`config.mk`:
```
export PLATFORM = sky130hd
export DESIGN_NAME = m_set_bit_iter_flat
export DESIGN_NICKNAME = d
export VERILOG_FILES = /design/src/rtl/m_set_bit_iter_pkg.sv /design/src/rtl/m_set_bit_iter_if.sv /design/src/rtl/m_count_ones.sv /design/src/rtl/m_set_bit_iter_enc.sv /design/src/rtl/m_set_bit_iter.sv /design/src/flat_wrapper.sv
export SDC_FILE = /design/constraint.sdc
export NUM_CORES = 1
export LEC_CHECK = 0
export ABC_AREA = 1
export CAP_MARGIN = 30
export CORE_MARGIN = 3
export CORE_UTILIZATION = 30
export DETAILED_ROUTE_END_ITERATION = 10
export GPL_TIMING_DRIVEN = 0
export PLACE_DENSITY = 0.46
export SYNTH_ARGS = -nofsm -noshare
export SYNTH_HDL_FRONTEND = slang
export SYNTH_HIERARCHICAL = 1
export SYNTH_SLANG_ARGS = --single-unit
```
`constraint.sdc`:
```
create_clock -name i_clk -period 10.3 [get_ports i_clk]
set_input_delay 2.06 -clock i_clk [delete_from_list [all_inputs] [get_ports i_clk]]
set_output_delay 2.06 -clock i_clk [all_outputs]
set_load 0.02 [all_outputs]
```
`src/rtl/m_set_bit_iter_pkg.sv`:
```
// Package: m_set_bit_pkg
// Purpose: shared width helpers and FSM state encoding for the set-bit
//          iterator and its interface.
// Contents: idx_w()/cnt_w() width functions, state_t (ST_IDLE, ST_RUN).
package m_set_bit_pkg;

  // Index width; at least one bit so a 1-bit mask still has a legal o_idx.
  function automatic int idx_w(input int n);
    return (n <= 1) ? 1 : $clog2(n);
  endfunction

  // Count width able to hold n itself (all-ones mask).
  function automatic int cnt_w(input int n);
    return $clog2(n + 1);
  endfunction

  typedef enum logic {
    ST_IDLE = 1'b0,
    ST_RUN  = 1'b1
  } state_t;

endpackage

```
`src/rtl/m_set_bit_iter_if.sv`:
```
// Interface: m_set_bit_iter_if
// Purpose: mask load handshake and index output handshake of the set-bit
//          iterator.
// Modports: slave  - the iterator (accepts masks, produces indices)
//           master - the producer/consumer side driving it
interface m_set_bit_iter_if
  import m_set_bit_pkg::*;
#(
  parameter int INPUT_SIZE = 42
);
  localparam int IDX_W = idx_w(INPUT_SIZE);
  localparam int CNT_W = cnt_w(INPUT_SIZE);

  logic                  i_load_valid;
  logic                  o_load_ready;
  logic [INPUT_SIZE-1:0] i_data;
  logic                  o_idx_valid;
  logic                  i_idx_ready;
  logic [IDX_W-1:0]      o_idx;
  logic                  o_idx_last;
  logic [CNT_W-1:0]      o_remaining;
  logic                  o_done;

  modport slave (
    input  i_load_valid, i_data, i_idx_ready,
    output o_load_ready, o_idx_valid, o_idx, o_idx_last, o_remaining, o_done
  );

  modport master (
    output i_load_valid, i_data, i_idx_ready,
    input  o_load_ready, o_idx_valid, o_idx, o_idx_last, o_remaining, o_done
  );
endinterface

```
`src/rtl/m_count_ones.sv`:
```
// Module: m_count_ones
// Purpose: combinational population count.
// Ports: data  - input vector (WIDTH bits)
//        count - number of ones in data (CNT_W bits)
module m_count_ones #(
  parameter int WIDTH = 8,
  parameter int CNT_W = 4
) (
  input  logic [WIDTH-1:0] data,
  output logic [CNT_W-1:0] count
);
  always_comb begin
    count = '0;
    for (int i = 0; i < WIDTH; i++) begin
      count = count + CNT_W'(data[i]);
    end
  end
endmodule

```
`src/rtl/m_set_bit_iter_enc.sv`:
```
// Module: m_bit_index_enc
// Purpose: combinational priority encoder giving the lowest (MSB_FIRST=0)
//          or highest (MSB_FIRST=1) set bit index of a mask.
// Ports: mask    - vector to search
//        idx     - selected set-bit index (0 when mask is zero)
//        any_set - mask has at least one bit set
module m_bit_index_enc
  import m_set_bit_pkg::*;
#(
  parameter int INPUT_SIZE = 42,
  parameter bit MSB_FIRST  = 1'b0,
  localparam int IDX_W     = idx_w(INPUT_SIZE)
) (
  input  logic [INPUT_SIZE-1:0] mask,
  output logic [IDX_W-1:0]      idx,
  output logic                  any_set
);
  // The last matching iteration wins, so the scan direction sets priority.
  always_comb begin
    idx = '0;
    if (MSB_FIRST) begin
      for (int i = 0; i < INPUT_SIZE; i++) begin
        if (mask[i]) idx = IDX_W'(i);
      end
    end else begin
      for (int i = INPUT_SIZE - 1; i >= 0; i--) begin
        if (mask[i]) idx = IDX_W'(i);
      end
    end
  end

  assign any_set = |mask;
endmodule

```
`src/rtl/m_set_bit_iter.sv`:
```
// Module: m_set_bit_iter
// Purpose: accepts a bit mask and emits the index of every set bit, one per
//          handshake, with a count of bits still to be accepted and a done
//          pulse when the mask is exhausted.
// Ports: i_clk   - system clock
//        i_rst_n - synchronous active-low reset
//        bus     - m_set_bit_iter_if.slave (load handshake, index handshake,
//                  o_remaining, o_done)
// Build option: SET_BIT_ITER_MSB_FIRST_EN - when defined, indices are emitted
//               highest first instead of lowest first.
//
// state   | meaning
// ST_IDLE | ready for a mask; zero mask stays here and pulses done
// ST_RUN  | presenting lowest/highest remaining set bit on o_idx
module m_set_bit_iter
  import m_set_bit_pkg::*;
#(
  parameter int INPUT_SIZE = 42
) (
  input  logic             i_clk,
  input  logic             i_rst_n,
  m_set_bit_iter_if.slave  bus
);
  localparam int IDX_W = idx_w(INPUT_SIZE);
  localparam int CNT_W = cnt_w(INPUT_SIZE);
`ifdef SET_BIT_ITER_MSB_FIRST_EN
  localparam bit MSB_FIRST = 1'b1;
`else
  localparam bit MSB_FIRST = 1'b0;
`endif

  state_t                state, state_n;
  logic [INPUT_SIZE-1:0] mask, mask_n;
  logic [CNT_W-1:0]      remaining, remaining_n;
  logic                  done, done_n;
  logic [CNT_W-1:0]      load_cnt;
  logic [IDX_W-1:0]      enc_idx;
  logic                  enc_any;
  logic                  run;

  m_count_ones #(
    .WIDTH (INPUT_SIZE),
    .CNT_W (CNT_W)
  ) u_count_ones (
    .data  (bus.i_data),
    .count (load_cnt)
  );

  m_bit_index_enc #(
    .INPUT_SIZE (INPUT_SIZE),
    .MSB_FIRST  (MSB_FIRST)
  ) u_enc (
    .mask    (mask),
    .idx     (enc_idx),
    .any_set (enc_any)
  );

  always_ff @(posedge i_clk) begin
    if (!i_rst_n) begin
      state     <= ST_IDLE;
      mask      <= '0;
      remaining <= '0;
      done      <= 1'b0;
    end else begin
      state     <= state_n;
      mask      <= mask_n;
      remaining <= remaining_n;
      done      <= done_n;
    end
  end

  always_comb begin
    state_n     = state;
    mask_n      = mask;
    remaining_n = remaining;
    done_n      = 1'b0;
    case (state)
      ST_IDLE: begin
        if (bus.i_load_valid) begin
          mask_n      = bus.i_data;
          remaining_n = load_cnt;
          if (load_cnt != '0) state_n = ST_RUN;
          else                done_n  = 1'b1;
        end
      end
      ST_RUN: begin
        if (bus.i_idx_ready) begin
          mask_n[enc_idx] = 1'b0;
          // RUN guarantees remaining >= 1, so this never wraps.
          remaining_n     = remaining - 1'b1;
          if (remaining == CNT_W'(1)) begin
            state_n = ST_IDLE;
            done_n  = 1'b1;
          end
        end
      end
      default: state_n = ST_IDLE;
    endcase
  end

  assign run              = (state == ST_RUN);
  assign bus.o_load_ready = !run;
  assign bus.o_idx_valid  = run;
  assign bus.o_idx        = (run && enc_any) ? enc_idx : '0;
  assign bus.o_idx_last   = run && (remaining == CNT_W'(1));
  assign bus.o_remaining  = remaining;
  assign bus.o_done       = done;
endmodule

```
`src/flat_wrapper.sv`:
```
// flat-port wrapper written by rule: the top's interface ports become plain ports
module m_set_bit_iter_flat import m_set_bit_pkg::*;
#(
  parameter int INPUT_SIZE = 42
)
  (i_clk, i_rst_n, bus_i_load_valid, bus_i_data, bus_i_idx_ready, bus_o_load_ready, bus_o_idx_valid, bus_o_idx, bus_o_idx_last, bus_o_remaining, bus_o_done);
  m_set_bit_iter_if #(.INPUT_SIZE(INPUT_SIZE)) bus_i ();
  input  logic i_clk;
  input  logic i_rst_n;
  input wire logic [$bits(bus_i.i_load_valid)-1:0] bus_i_load_valid;
  input wire logic [$bits(bus_i.i_data)-1:0] bus_i_data;
  input wire logic [$bits(bus_i.i_idx_ready)-1:0] bus_i_idx_ready;
  output wire logic [$bits(bus_i.o_load_ready)-1:0] bus_o_load_ready;
  output wire logic [$bits(bus_i.o_idx_valid)-1:0] bus_o_idx_valid;
  output wire logic [$bits(bus_i.o_idx)-1:0] bus_o_idx;
  output wire logic [$bits(bus_i.o_idx_last)-1:0] bus_o_idx_last;
  output wire logic [$bits(bus_i.o_remaining)-1:0] bus_o_remaining;
  output wire logic [$bits(bus_i.o_done)-1:0] bus_o_done;
  assign bus_i.i_load_valid = bus_i_load_valid;
  assign bus_i.i_data = bus_i_data;
  assign bus_i.i_idx_ready = bus_i_idx_ready;
  assign bus_o_load_ready = bus_i.o_load_ready;
  assign bus_o_idx_valid = bus_i.o_idx_valid;
  assign bus_o_idx = bus_i.o_idx;
  assign bus_o_idx_last = bus_i.o_idx_last;
  assign bus_o_remaining = bus_i.o_remaining;
  assign bus_o_done = bus_i.o_done;
  m_set_bit_iter #(.INPUT_SIZE(INPUT_SIZE)) u_core (.i_clk(i_clk), .i_rst_n(i_rst_n), .bus(bus_i));
endmodule
```
Word-level counts from Yosys, hierarchy flattened
Cells that the tools add are included.
- $add $sub $neg: 42
- order comparisons: 2
- eq/ne operators: 3
- multiplexer cells: 61
- bitwise operators: 3
- reduce and logical (&&, ||, !) cells: 7
- operator list (operator ; count):
    6-bit two-way mux ; 45
    6-bit by 1-bit adder with 6-bit output ; 36
    42-bit two-way mux ; 2
    42-bit case mux with 2 select lines ; 1
    42-bit AND ; 1
    42-bit NOT ; 1
    42-bit OR reduction ; 1
    6-bit case mux with 2 select lines ; 1
    1-bit two-way mux ; 9
    6-bit by 7-bit less-than comparator with 1-bit output, second input constant ; 1
    5-bit by 1-bit adder with 6-bit output ; 1
    1-bit demux with 6-bit select ; 1
    6-bit by 1-bit == test with 1-bit output, second input constant ; 1
    6-bit by 1-bit greater-or-equal comparator with 1-bit output, second input constant ; 1
    6-bit nonzero test ; 1
    6-bit by 1-bit subtractor with 6-bit output, second input constant ; 1
    4-bit by 1-bit adder with 5-bit output ; 1
    3-bit by 1-bit adder with 4-bit output ; 1
    2-bit inequality test, second input constant ; 2
    1-bit case mux with 2 select lines ; 2
    2-bit by 1-bit adder with 3-bit output ; 1
    1-bit logical AND ; 3
    1-bit by 1-bit adder with 2-bit output ; 1
    2-bit AND reduction ; 1
    2 further kinds ; 2
- flip-flop bits (word level): 50
- input bits: 46
- output and inout bits: 16
- word-level logic and storage cells: 122

Logic depth before layout (Yosys ltp)
Gate-level depths: netlist of run 1.
- word-level depth: 50
- mapped depth: 46
- gate-level depth less buffers: 45

Modules after synthesis
The synthesis of run 1 kept the hierarchy.
- modules (own cells, without submodules) (module ; times used ; cells each ; area each (µm²) ; seq. area each (µm²)):
    m_set_bit_iter ; 1 ; 299 ; 2376.0 ; 1001.0
    m_count_ones ; 1 ; 115 ; 1073.5 ; 0.0
    m_bit_index_enc ; 1 ; 147 ; 595.6 ; 0.0

Least setup slack after synthesis of run 1
OpenSTA, ideal clock, no wires.
- kind: input to register
- start point: in bus_i_data[0]
- end point: reg u_core.state (netlist: u_core/bus.o_idx_valid)
- setup time: 115 ps
- data arrival time: 6832 ps
- required time: 10185 ps
- setup slack: 3353 ps
- cell stages on the path: 22
- path through: inv_1 fa_1 inv_1 fa_1 fa_1 fa_1 fa_1 inv_1 fa_1 fa_1 inv_1 ha_1 inv_1 fa_1 inv_1 nand3_1 nand3_1 nand2_1 nor2_1 nand3_1 a21oi_1 nor2_1
- longest elaborated chain between the ends: 45
- RTL lines (item ; line ; text):
    start, declared ; flat_wrapper.sv:11 ; input wire logic [$bits(bus_i.i_data)-1:0] bus_i_data;
    1-bit by 1-bit adder with 2-bit output ; m_count_ones.sv:15 ; count = count + CNT_W'(data[i]);
    2-bit by 1-bit adder with 3-bit output ; m_count_ones.sv:15 ;
    3-bit by 1-bit adder with 4-bit output ; m_count_ones.sv:15 ;
    4-bit by 1-bit adder with 5-bit output ; m_count_ones.sv:15 ;
    5-bit by 1-bit adder with 6-bit output ; m_count_ones.sv:15 ;
    6-bit by 1-bit adder with 6-bit output (36 in series) ; m_count_ones.sv:15 ;
    named net u_core.load_cnt[4] ; m_set_bit_iter.sv:36 ; logic [CNT_W-1:0] load_cnt;
    6-bit nonzero test ; m_set_bit_iter.sv:82 ; if (load_cnt != '0) state_n = ST_RUN;
    1-bit two-way mux ; m_set_bit_iter.sv:82 ;
    1-bit two-way mux ; m_set_bit_iter.sv:79 ; if (bus.i_load_valid) begin
    1-bit case mux with 2 select lines ; m_set_bit_iter.sv:77 ; case (state)
    end signal, assigned ; m_set_bit_iter.sv:65 ; state <= state_n;
    end, declared ; m_set_bit_iter.sv:32 ; state_t state, state_n;
The timed path passes the listed nets, and every way through them passes these cells.
A chain may end at the register's enable or synchronous reset.

Worst setup path in the final report of run 1
- start point: in bus_i_data[0]
- end point: reg u_core.done (netlist: u_core/bus.o_done)
- longest elaborated chain between the ends: 45
- RTL lines (item ; line ; text):
    1-bit by 1-bit adder with 2-bit output ; m_count_ones.sv:15 ;
    2-bit by 1-bit adder with 3-bit output ; m_count_ones.sv:15 ;
    3-bit by 1-bit adder with 4-bit output ; m_count_ones.sv:15 ;
    4-bit by 1-bit adder with 5-bit output ; m_count_ones.sv:15 ;
    5-bit by 1-bit adder with 6-bit output ; m_count_ones.sv:15 ;
    6-bit by 1-bit adder with 6-bit output (36 in series) ; m_count_ones.sv:15 ;
    named net u_core.load_cnt[4] ; m_set_bit_iter.sv:36 ;
    6-bit nonzero test ; m_set_bit_iter.sv:82 ;
    1-bit two-way mux ; m_set_bit_iter.sv:82 ;
    1-bit two-way mux ; m_set_bit_iter.sv:79 ;
    1-bit case mux with 2 select lines ; m_set_bit_iter.sv:77 ;
    end signal, assigned ; m_set_bit_iter.sv:68 ; done <= done_n;
    end, declared ; m_set_bit_iter.sv:35 ; logic done, done_n;
The timed path passes the listed nets, and every way through them passes these cells.

==> results of run 1 <==
==> flip-flops by register name, indices dropped and copies added, names as in the netlist <==
name and flops:
u_core/mask 42, u_core/bus.o_remaining 6, u_core/bus.o_done 1, u_core/bus.o_idx_valid 1
==> power by group through the flow <==
stage	clock network [mW]	logic [mW]	registers (mW)
after floorplan	0	1.11	0.286
after global placement	0	1.50	0.282
after detailed placement	0	1.51	0.283
after CTS	0.229	1.53	0.279
after global routing	0.235	1.72	0.286
final	0.223	1.50	0.279
==> cell usage after synthesis <==
cell / count
inv_1: 95
nand2_1: 88
a21oi_1: 54
dfxtp_1: 50
o21ai_0: 48
nor2_1: 45
o21ai_1: 42
fa_1: 33
nand3_1: 23
inv_2: 14
ha_1: 12
buf_2: 10
nand3_2: 5
nand4_2: 4
buf_6: 3
nand4_1: 3
nand4_4: 3
a211oi_1: 2
a21oi_2: 2
buf_4: 2
nor3_1: 2
nor4_1: 2
or2_2: 2
a21boi_1: 1
a311oi_1: 1
a31oi_1: 1
buf_1: 1
buf_12: 1
clkbuf_1: 1
nand2_2: 1
nand2_4: 1
nand3b_1: 1
nor2_2: 1
nor2_4: 1
nor3_2: 1
o211ai_1: 1
o21bai_1: 1
o31ai_1: 1
or2_1: 1
xnor2_1: 1
==> logic make-up after synthesis <==
kind of cell               synth area share [%]
adders and majority gates                  20.0
and+or+nand+nor                            22.0
AOI/OAI and AO/OA                          19.7
DFF                                        24.7
xor gates and xnor gates                  0.217
buffers and inverters                      13.2
==> layer usage <==
metal  global-route usage [%]  share of wire [%]  vias to the layer above
met1                     23.1                 46                     1744
li1                         -                  -                     1929
met2                     30.9                 50                       55
met4                     3.43               0.65                        0
met3                     2.97                3.8                        4
met5                        0                  0                        -
==> critical path: cells and delay by family <==
family | cells | cell delay, ps
compound gates | 1 | 180
simple gates | 5 | 520
fa+ha+maj | 9 | 4090
buf+inv | 7 | 890
==> path summary, 6_finish.rpt <==
| check | from | end | depth (start not counted) |
|---|---|---|---|
| min reg2reg | u_core/mask[41] | u_core/mask[41] | 2 |
| max reg2reg | u_core/mask[40] | u_core/mask[31] | 46 |
| min | u_core/mask[41] | u_core/mask[41] | 2 |
| max | bus_i_data[0] | u_core/bus.o_done | 22 |
==> per-stage QoR <==
stage | setup slack, ps | area, um^2
after floorplan | 3350 | 4050
after global placement | 2460 | 4860
after detailed placement | 2480 | 4860
after CTS | 2750 | 5060
after global routing | 2480 | 5060
final | 2790 | 5060
==> cell type report <==
type,count,area [um^2],area share [%]
tap,172,215,4.25
clock inverter,2,60.1,1.19
sequential,50,1000,19.8
clock buffer,6,139,2.74
multi-input combinational,384,2510,49.6
timing repair buffer,60,601,11.9
inverter,109,409,8.09
buffer,18,126,2.50
==> metrics.md, run 1 <==
| Metric | Value |
|---|---|
| Die W | `122 um` |
| CTS Buf Count | `5` |
| Setup repair bufs after CTS | `0` |
| Most frequent cells in the layout | `inv_1 (95), nand2_1 (88), clkdlybuf4s50_1 (60)` |
| Nets | `719` |
| Antenna Cells | `0` |
| R2R setup slack | `approximately 6800 ps` |
| Die Span Y | `122 um` |
| WL/cell | `between 15 and 20 um` |
| Placed cells | `approximately 790` |
| Clk slew on worst S/H paths | `about 70 ps` |
| RSZ-0062 raised after global routing | `false` |
| TritonRoute pass-1 iters | `4` |
| Top cell type's share of synthesized area | `between 20% and 30%` |
| Max_slew headroom | `52.9%` |
| DIE AREA | `roughly 15000 um^2` |
| Area grow syn2layout | `25.1%` |
| Clk sink count | `50` |
| Initial Util | `31.4%` |
| Vias in the first global route | `between 3000 and 4000` |
| Later-pin clock latency in the skew report | `300 ps` |
| Power per Cell Area | `slightly below 400 nW/um^2` |
| Min-Delay Path Class | `flip-flop to flip-flop` |
| Top cells by area, synth | `dfxtp_1 (25%), fa_1 (16%), inv_1 (8.8%)` |
| Net Count, Synth | `652` |
| Sequential power share | `13.9%` |
| Iter 0 DRT Violations | `144` |
| Worst setup SP type | `primary input` |
| First-pass GRT wire length | `20200 um` |
| Status | `completed` |
| Synth warn | `6` |
| Largest net degree at the start of global routing | `16` |
| DRC errors left | `0` |
| Area of the mapped netlist | `4050 um^2` |
| Sw Pwr | `between 1 and 1.5 mW` |
| Slowest cell on the critical path | `fa_1` |
| Pint | `slightly below 1 mW` |
| Sw Share | `51.9%` |
| Sequential share of the synthesized area | `between 20% and 30%` |
| Syn avg cell area | `slightly above 7 um^2` |
| Layout cells sized above 1 | `9.38%` |
| Most used cell along the critical path | `fa_1` |
| Clk_skew | `6.21 ps` |
| Total number of vias | `about 3700` |
| Worst path required time | `10530 ps` |
| Static Leakage | `2.19 nW` |
| Worst Path Class, Setup | `primary input to flip-flop` |
| I/O pin total | `62` |
| Number of cells upsized or downsized after cts | `0` |
| Final setup vio count | `0` |
| Total gr overflow | `0` |
| Worst-Margin Slew | `701 ps` |
| Count of cell types in the netlist | `40` |
| Clock network power share | `11.1%` |
| Critical path's largest stage delay | `around 560 ps` |
| Hold slack | `around 500 ps` |
| Critical path capture point type | `flip-flop` |
| Critical path peak fanout | `3` |
| GRT Overall Usage | `17.7%` |
| Core area | `between 10000 and 15000 um^2` |
| Crit share post-route | `~73%` |
| Hold_buf cts | `0` |
| CTS tree | `built` |
| Number of fill cells in the layout | `1355` |
| Final HPWL from detailed placement | `10700 um` |
| Worst-case vdd ir drop | `0.000772 V` |
| Max-slew violations | `0` |
| Num rows | `between 40 and 50` |
| Hold Vio Cnt, Final | `0` |
| Post-route antenna net violation count | `0` |
| Leading cell type in the layout, fill and taps excluded | `inv_1` |
| FMAX | `133 MHz` |
| Non-filler cells, final | `801` |
| Post-synth top area cell | `dfxtp_1` |
| Cell count after synthesis | `561` |
| Initial antenna violation count | `0` |
| Pwr Total | `2.00 mW` |
| Worst path cell trace | `clkdlybuf4s50_1 -> inv_1 -> fa_1 -> inv_1 -> fa_1 -> fa_1 -> fa_1 -> fa_1 -> inv_1 -> fa_1 -> fa_1 -> inv_1 -> ha_1 -> inv_1 -> fa_1 -> inv_1 -> nand3_1 -> nand3_1 -> nand2_1 -> nor2_1 -> nand4_1 -> a21oi_1` |
| DR vias/cell | `4.66` |
| RD Place Congestion | `0.827` |
| Maxcap violations | `0` |
| Finished Core Util | `approximately 40%` |
| Post-synthesis register bit count | `50` |
| IO Port Bufs | `60` |
| Routed WL | `12500 um` |
| Crit path DAT | `between 7000 and 8000 ps` |
| Longest Clk Path Bufs | `2` |
| H-tree depth | `2` |
| Period minus WS final | `7510 ps` |
| Setup_tns | `0 ps` |
| Root Buffer Master | `clkbuf_16` |
| Combinational share of power | `75.0%` |
Power figures use the tool's default switching activity.
==> inputs of run 2 (changes only) <==
==> constraint.sdc (replaced) <==
create_clock -name i_clk -period 7.5 [get_ports i_clk]
set_input_delay 1.5 -clock i_clk [delete_from_list [all_inputs] [get_ports i_clk]]
set_output_delay 1.5 -clock i_clk [all_outputs]
set_load 0.02 [all_outputs]
==> results of run 2 <==
Same layout as run 1 (identical final DEF). Status: completed.
Main changes from that run: setup slack after placement 2480 ps -> 239 ps; setup slack after layout 2790 ps -> 550 ps; register-to-register setup slack 6820 ps -> 4020 ps; total power 2.00 mW -> 2.75 mW; worst IR drop on VDD 0.000772 V -> 0.00106 V
==> inputs of run 3 (changes only) <==
--- a/config.mk
+++ b/config.mk
@@ -9,6 +9,7 @@
 export CAP_MARGIN = 30
 export CORE_MARGIN = 3
 export CORE_UTILIZATION = 30
+export CTS_CLUSTER_SIZE = 20
 export DETAILED_ROUTE_END_ITERATION = 10
 export GPL_TIMING_DRIVEN = 0
 export PLACE_DENSITY = 0.46
==> results of run 3 <==
Same layout as run 1 (identical final DEF). Status: completed.
Main changes from that run: setup slack after placement 2480 ps -> 239 ps; setup slack after layout 2790 ps -> 550 ps; register-to-register setup slack 6820 ps -> 4020 ps; total power 2.00 mW -> 2.75 mW; worst IR drop on VDD 0.000772 V -> 0.00106 V
